`src/rtl/prog_load_ctrl.sv`:
```
// -----------------------------------------------------------------------------
// prog_load_ctrl
//
// Boot-time program loader. After reset the controller listens for UART bytes.
// Bytes are packed big-endian into 32-bit words and written to program memory
// from address 0 upward. When the byte stream goes quiet for TIMEOUT_CYCLES,
// or the memory is full, the controller hands the memory port to the CPU fetch
// stage and releases the pipeline. If no byte ever arrives, the preloaded
// memory image runs unchanged.
//
// Ports
//   clk, reset_n       clock, synchronous active-low reset
//   rx_valid, rx_data  one-cycle byte strobe and byte from the UART receiver
//   cpu_addr           fetch byte address, passed through to memory in RUN
//   pmem_addr          program memory byte address
//   pmem_we            program memory write enable (one cycle per word)
//   pmem_wdata         program memory write data
//   cpu_run            1 = pipeline may advance
//   load_words         number of words written during this load
//   load_error         sticky: a partial word was discarded at timeout
//   state              IDLE=00, LOAD=01, RUN=10
//
// state | meaning
// ------+------------------------------------------------------------------
// IDLE  | no byte seen yet; timeout here runs the preloaded image
// LOAD  | receiving bytes; each completed word is written one cycle later
// RUN   | memory belongs to the fetch stage; terminal until reset
// -----------------------------------------------------------------------------
module prog_load_ctrl #(
    parameter int unsigned MEM_WORDS      = 1024,
    parameter int unsigned TIMEOUT_CYCLES = 400000000
) (
    input  logic                         clk,
    input  logic                         reset_n,
    input  logic                         rx_valid,
    input  logic [7:0]                   rx_data,
    input  logic [31:0]                  cpu_addr,
    output logic [31:0]                  pmem_addr,
    output logic                         pmem_we,
    output logic [31:0]                  pmem_wdata,
    output logic                         cpu_run,
    output logic [$clog2(MEM_WORDS):0]   load_words,
    output logic                         load_error,
    output logic [1:0]                   state
);

    localparam int CW = $clog2(MEM_WORDS) + 1;
    localparam int TW = (TIMEOUT_CYCLES > 1) ? $clog2(TIMEOUT_CYCLES) : 1;

    localparam logic [TW-1:0] T_LAST = TW'(TIMEOUT_CYCLES - 1);
    localparam logic [CW-1:0] W_LAST = CW'(MEM_WORDS - 1);

    typedef enum logic [1:0] {
        S_IDLE = 2'b00,
        S_LOAD = 2'b01,
        S_RUN  = 2'b10
    } state_t;

    state_t          state_q;
    logic [TW-1:0]   timer;
    logic [31:0]     word_buf;
    logic [1:0]      byte_idx;
    logic [CW-1:0]   word_cnt;
    logic [31:0]     wr_addr;
    // Set when the word just completed must be followed directly by RUN:
    // either the memory is now full, or a timeout coincided with the 4th byte.
    logic            run_pending;

    assign state      = state_q;
    assign load_words = word_cnt;
    // Fetch addresses bypass the register so the CPU sees memory with no
    // extra latency once it owns the port.
    assign pmem_addr  = (state_q == S_RUN) ? cpu_addr : wr_addr;

    always_ff @(posedge clk) begin
        if (!reset_n) begin
            state_q     <= S_IDLE;
            timer       <= '0;
            word_buf    <= '0;
            byte_idx    <= '0;
            word_cnt    <= '0;
            wr_addr     <= '0;
            run_pending <= 1'b0;
            pmem_we     <= 1'b0;
            pmem_wdata  <= '0;
            cpu_run     <= 1'b0;
            load_error  <= 1'b0;
        end else begin
            // Write strobe and its address last exactly one cycle.
            pmem_we <= 1'b0;
            wr_addr <= '0;

            case (state_q)
                S_IDLE: begin
                    if (rx_valid) begin
                        state_q  <= S_LOAD;
                        timer    <= '0;
                        word_buf <= {word_buf[23:0], rx_data};
                        byte_idx <= byte_idx + 2'd1;
                    end else if (timer == T_LAST) begin
                        state_q <= S_RUN;
                        cpu_run <= 1'b1;
                    end else begin
                        timer <= timer + 1'b1;
                    end
                end

                S_LOAD: begin
                    if (run_pending) begin
                        // The deferred write is on the bus this cycle; any
                        // byte arriving now is dropped.
                        state_q     <= S_RUN;
                        cpu_run     <= 1'b1;
                        run_pending <= 1'b0;
                    end else if (rx_valid && (word_cnt < CW'(MEM_WORDS))) begin
                        timer    <= '0;
                        word_buf <= {word_buf[23:0], rx_data};
                        byte_idx <= byte_idx + 2'd1;
                        if (byte_idx == 2'd3) begin
                            pmem_we    <= 1'b1;
                            pmem_wdata <= {word_buf[23:0], rx_data};
                            wr_addr    <= 32'({word_cnt, 2'b00});
                            word_cnt   <= word_cnt + 1'b1;
                            if ((word_cnt == W_LAST) || (timer == T_LAST)) begin
                                run_pending <= 1'b1;
                            end
                        end
                    end else if (timer == T_LAST) begin
                        state_q <= S_RUN;
                        cpu_run <= 1'b1;
                        if (byte_idx != 2'd0) begin
                            load_error <= 1'b1;
                        end
                    end else begin
                        timer <= timer + 1'b1;
                    end
                end

                S_RUN: begin
                    cpu_run <= 1'b1;
                end

                default: begin
                    state_q <= S_IDLE;
                    cpu_run <= 1'b0;
                end
            endcase
        end
    end

endmodule

```
`config.mk`:
```
export PLATFORM = sky130hd
export DESIGN_NAME = prog_load_ctrl
export DESIGN_NICKNAME = d
export VERILOG_FILES = /design/src/rtl/prog_load_ctrl.sv
export SDC_FILE = /design/constraint.sdc
export NUM_CORES = 1
export LEC_CHECK = 0
export ABC_AREA = 1
export CORE_ASPECT_RATIO = 2
export CORE_UTILIZATION = 55
export CTS_BUF_LIST = sky130_fd_sc_hd__clkbuf_2 sky130_fd_sc_hd__clkbuf_4 sky130_fd_sc_hd__clkbuf_8
export DETAILED_ROUTE_END_ITERATION = 16
export PLACE_DENSITY_LB_ADDON = 0.08
export SLEW_MARGIN = 10
export SYNTH_ARGS = -nofsm -noshare
export SYNTH_HDL_FRONTEND = slang
export SYNTH_SLANG_ARGS = --single-unit
```
`constraint.sdc`:
```
create_clock -name clk -period 3.2 [get_ports clk]
set_input_delay 0.64 -clock clk [delete_from_list [all_inputs] [get_ports clk]]
set_output_delay 0.64 -clock clk [all_outputs]
set_load 0.005 [all_outputs]
```
== After elaboration in Yosys (flattened, before gate mapping) ==
Cells that the tools add are included.
Word-level totals
  output and inout bits: 80
  logic and storage cells: 74
  register bits after elaboration: 136
  bits of input ports: 43
Operators by class
  reduce and logical (&&, ||, !) cells: 13
  equality and inequality tests: 10
  add/sub/neg operators: 3
  multiplexer cells: 29
  bitwise gates (word level): 6
  magnitude comparators: 1
Operators with widths (number)
  $mux 29: 4
  $mux 24: 3
  $pmux 29 s2: 1
  $pmux 24 s2: 1
  $mux 32: 1
  $add 29x1->29 const B: 1
  $eq 29x29->1 const B: 1
  $mux 2: 7
  $add 11x1->11 const B: 1
  $eq 11x10->1 const B: 1
  $lt 11x11->1 const B: 1
  $mux 1: 9
  $ne 2x2->1 const B: 4
  $reduce_and 4->1: 2
  $not 1->1: 6
  $pmux 2 s3: 1
  $reduce_and 2->1: 3
  $reduce_and 5->1: 1
  $reduce_or 5->1: 1
  $eq 2x2->1 const B: 2
  $pmux 2 s2: 1
  $reduce_bool 2->1: 2
  $reduce_or 4->1: 1
  $ne 3x3->1 const B: 1
  other kinds (6): 6

== Longest topological paths before layout ==
  word-level depth: 6
  mapped depth: 13
  gate-level depth less buffers: 13

== Least setup slack after synthesis ==
OpenSTA, ideal clock, no wires.
  kind: register -> output
  start: reg state_q[0] (netlist: state[0])
  end: out pmem_addr[0]
  data arrival time: 1226 ps
  buffers on the path: 2
  setup slack: 1334 ps
  data required time: 2560 ps
  cell stages (with the launch flop): 6
  path through: dfxtp_1 > inv_1 > nand2_1 > buf_2 > clkbuf_1 > nor2_1
On the way
  cells in the longest elaborated chain, start to end: 2
Ends and longest elaborated chain
  start: declaration: line 59  | state_t state_q;
  start signal: assignment: line 77  | state_q <= S_IDLE;
  start signal: assignment: line 96  | state_q <= S_LOAD;
  start signal: assignment: line 101  | state_q <= S_RUN;
  $eq 2x2->1: line 73  | assign pmem_addr = (state_q == S_RUN) ? cpu_addr : wr_addr;
  $mux 32: line 73
  end: declaration: line 38  | output logic [31:0] pmem_addr,
Every way passes these cells.

== Worst setup path in the final report ==
  start: reg state_q[0] (netlist: state[0])
  end: out pmem_addr[4]
The elaborated chain is that of the path after synthesis.

==> flow_metrics.tcl <==
set metrics [dict create \
    drt_iter0_drc 222 \
    ys_types 32 \
    fin_tns_setup_ns 0 \
    path_buf_inv 2 \
    path_cells "inv_1 -> nand2_2 -> mux2_2 -> clkdlybuf4s50_1" \
    slew_headroom 0.646 \
    grt_max_degree 69 \
    synth-edff-count 0 \
    crit_type "flip-flop to output pin" \
    worst-r2r-setup-slack_ns 1.27 \
    clkLatencyLatePin_ns 0.43 \
    synthArstFlopShare 0 \
    synth_area_leader_cell "dfxtp_1" \
    boundaryPins 123 \
    routed_wl_um 14000 \
    grt_setup_unrepaired "false" \
    slowest_stage "clkdlybuf4s50_1" \
    synth_warnings 0 \
    avgRoutedWirePerCell_um 14.7 \
    hold_viol_final 0 \
    fp-row-count 49 \
    grt_pass1_wl_um 22000 \
    synth.avg_cell_area_um2 7.09 \
    numCtsBuffers 17 \
    antennaDiodeCount 0 \
    period_minus_slack_ns 2.83 \
    clock_path_buffers 2 \
    final_util 0.752 \
    routed-via-count 4936 \
    die_w_um 69.7 \
    place_hpwl_um 10100 \
    grt_antenna_before_repair 0 \
    crit_path_start_kind "flip-flop" \
    endpoint_kind "output pin" \
    initial_core_util 0.564 \
    cp_top_family "buffers and inverters" \
    crit_path_max_fanout 20 \
    setup_violations 0 \
    die_h_um 137 \
    tightest_slew_ns 0.531 \
    finalClockSkew_ns 0.00773 \
    syn_inst 712 \
    synth-main-ff-cell "dfxtp_1" \
    syn-cell-area_um2 5050 \
    htree_levels 4 \
    synth_top_area_frac 0.456 \
    drv_slew 0 \
    cap_violations 0 \
    tritoncts "built" \
    clkSinkCount 115 \
    max_stage_delay_ns 0.47 \
    drive_gt1_frac 0.0946 \
    nNetsFinal 880 \
    p_per_area_nw_per_um2 453 \
    critPathArrivalTime_ns 2.19 \
    ir_worst_vdd_mv 0.371 \
    max_clock_freq_mhz 353 \
    firstDrtPassIters 5 \
    synth_nets 759 \
    synth_area_leaders "dfxtp_1 46%, nor2_1 14%, o21ai_0 7.8%, inv_1 6.5%, nand2_1 5.9%" \
    viasPerCell 5.21 \
    yosysSeqAreaShare 0.456 \
    period_share 0.886 \
    synth_seq_cells 115 \
    p_leak_uw 0.00283 \
    ant_nets 0 \
    cts_hold_buf 0 \
    gp_congestion 0.861 \
    path_clk_slew_ns 0.06 \
    area_growth_pct 33.3 \
    coreArea_um2 8950 \
    grt_usage 0.294 \
    cts-root-buf "clkbuf_8" \
    grt_overflow 0 \
    hold_path_class "flip-flop to flip-flop" \
    grt_pass1_vias 4689 \
    drc_errors 0 \
    portBuffers 122 \
    status "finished clean" \
    die_area_um2 9590 \
    worstPathRequired_ns 2.56 \
]
## synthesized netlist by cell type (3+ instances only)
master and number:
nand4_1 14, dfxtp_1 115, inv_2 6, xor2_1 5, nand2_1 79, nor3b_1 3, nor4_1 3, buf_2 8
mux2_2 11, nor3_1 12, nand3_1 23, clkbuf_1 14, inv_1 87, nor2_1 193, o21ai_0 79, nor2_2 10
nand2_2 3, a21oi_1 23, ha_1 4, nor2_4 4
## sequential cells by signal, summed over array words and instances, names as in the netlist
signal and cells:
pmem_wdata 32, timer 29, word_buf 24, load_words 11, wr_addr 11, byte_idx 2
state 2, cpu_run 1, load_error 1, pmem_we 1, run_pending 1
## path summary, 6_finish.rpt
kind,from,endpoint,depth (start not counted)
worst max-delay path,state[0],pmem_addr[4],4
worst max register to register,timer[17],timer[3],11
worst min-delay path,load_error,load_error,2
worst min register to register,load_error,load_error,2
## worst min-delay path: stages, from the launching register on
cell and delay [ns]:
dfxtp_1 0.31, inv_1 0.05, a21oi_1 0.05
## routing by layer
metal / vias to the layer above / GRT usage / share of wire
met3: 32 / 0.0629 / 0.033
met4: 0 / 0.131 / 0.033
met5: - / 0 / 0
met2: 115 / 0.560 / 0.56
li1: 2481 / - / -
met1: 2308 / 0.304 / 0.37
## cells by family after synthesis
kind of cell	share of synthesized area
AND/OR/NAND/NOR	0.299
buffers and inverters	0.0949
flip-flops	0.456
AO/OA/AOI/OAI	0.106
multiplexers	0.0245
XOR/XNOR	0.00867
adder cells (fa/ha/maj)	0.00991
other	0.000743
## per-stage QoR
step | std cells | worst slack (ns) | hold slack [ns] | instance area, um2 | power, uW
2_1_floorplan | 712 | 1.33 | 0.444 | 5050 | 1590
3_3_place_gp | 916 | 0.690 | 0.445 | 6310 | 1680
6_report | 948 | 0.365 | 0.455 | 6730 | 3050
3_5_place_dp | 916 | 0.604 | 0.445 | 6310 | 1680
4_1_cts | 948 | 0.128 | 0.455 | 6730 | 3060
5_1_grt | 948 | 0.244 | 0.491 | 6730 | 3150
## power breakdown
group	total [uW]	leakage, uW	internal, uW	switching (uW)
sequential	1480	0.000933	1460	22.1
clock	1390	0.000206	819	571
combinational	172	0.00169	86.1	85.9
total	3050	0.00283	2370	679
## cell type report
class / instances / area, um2
inverters: 93 / 349
well taps: 102 / 128
clock inverters: 10 / 133
flip-flops and latches: 115 / 2300
repair buffers: 129 / 1270
clock buffers: 22 / 278
multi-input cells: 477 / 2270
fillers: 728 / 2220
## repair_timing
item	CTS	global route
setup buffers	0	0
endpoints found under the setup margin	0	9
gates resized for setup	0	1
## cells in the final DEF (no fill, tap or decap), types with 5 or more instances in the layout
| cell type | Yosys | routed |
|---|---|---|
| a21oi_1 | 23 | 23 |
| buf_4 | 1 | 7 |
| clkbuf_8 | 0 | 18 |
| clkdlybuf4s50_1 | 0 | 121 |
| dfxtp_1 | 115 | 115 |
| inv_1 | 87 | 87 |
| inv_2 | 6 | 6 |
| mux2_2 | 11 | 11 |
| nand2_1 | 79 | 78 |
| nand3_1 | 23 | 23 |
| nand4_1 | 14 | 14 |
| nor2_1 | 193 | 193 |
| nor2_2 | 10 | 10 |
| nor3_1 | 12 | 12 |
| o21ai_0 | 79 | 79 |
| xor2_1 | 5 | 5 |
Power figures use the tool's default switching activity.
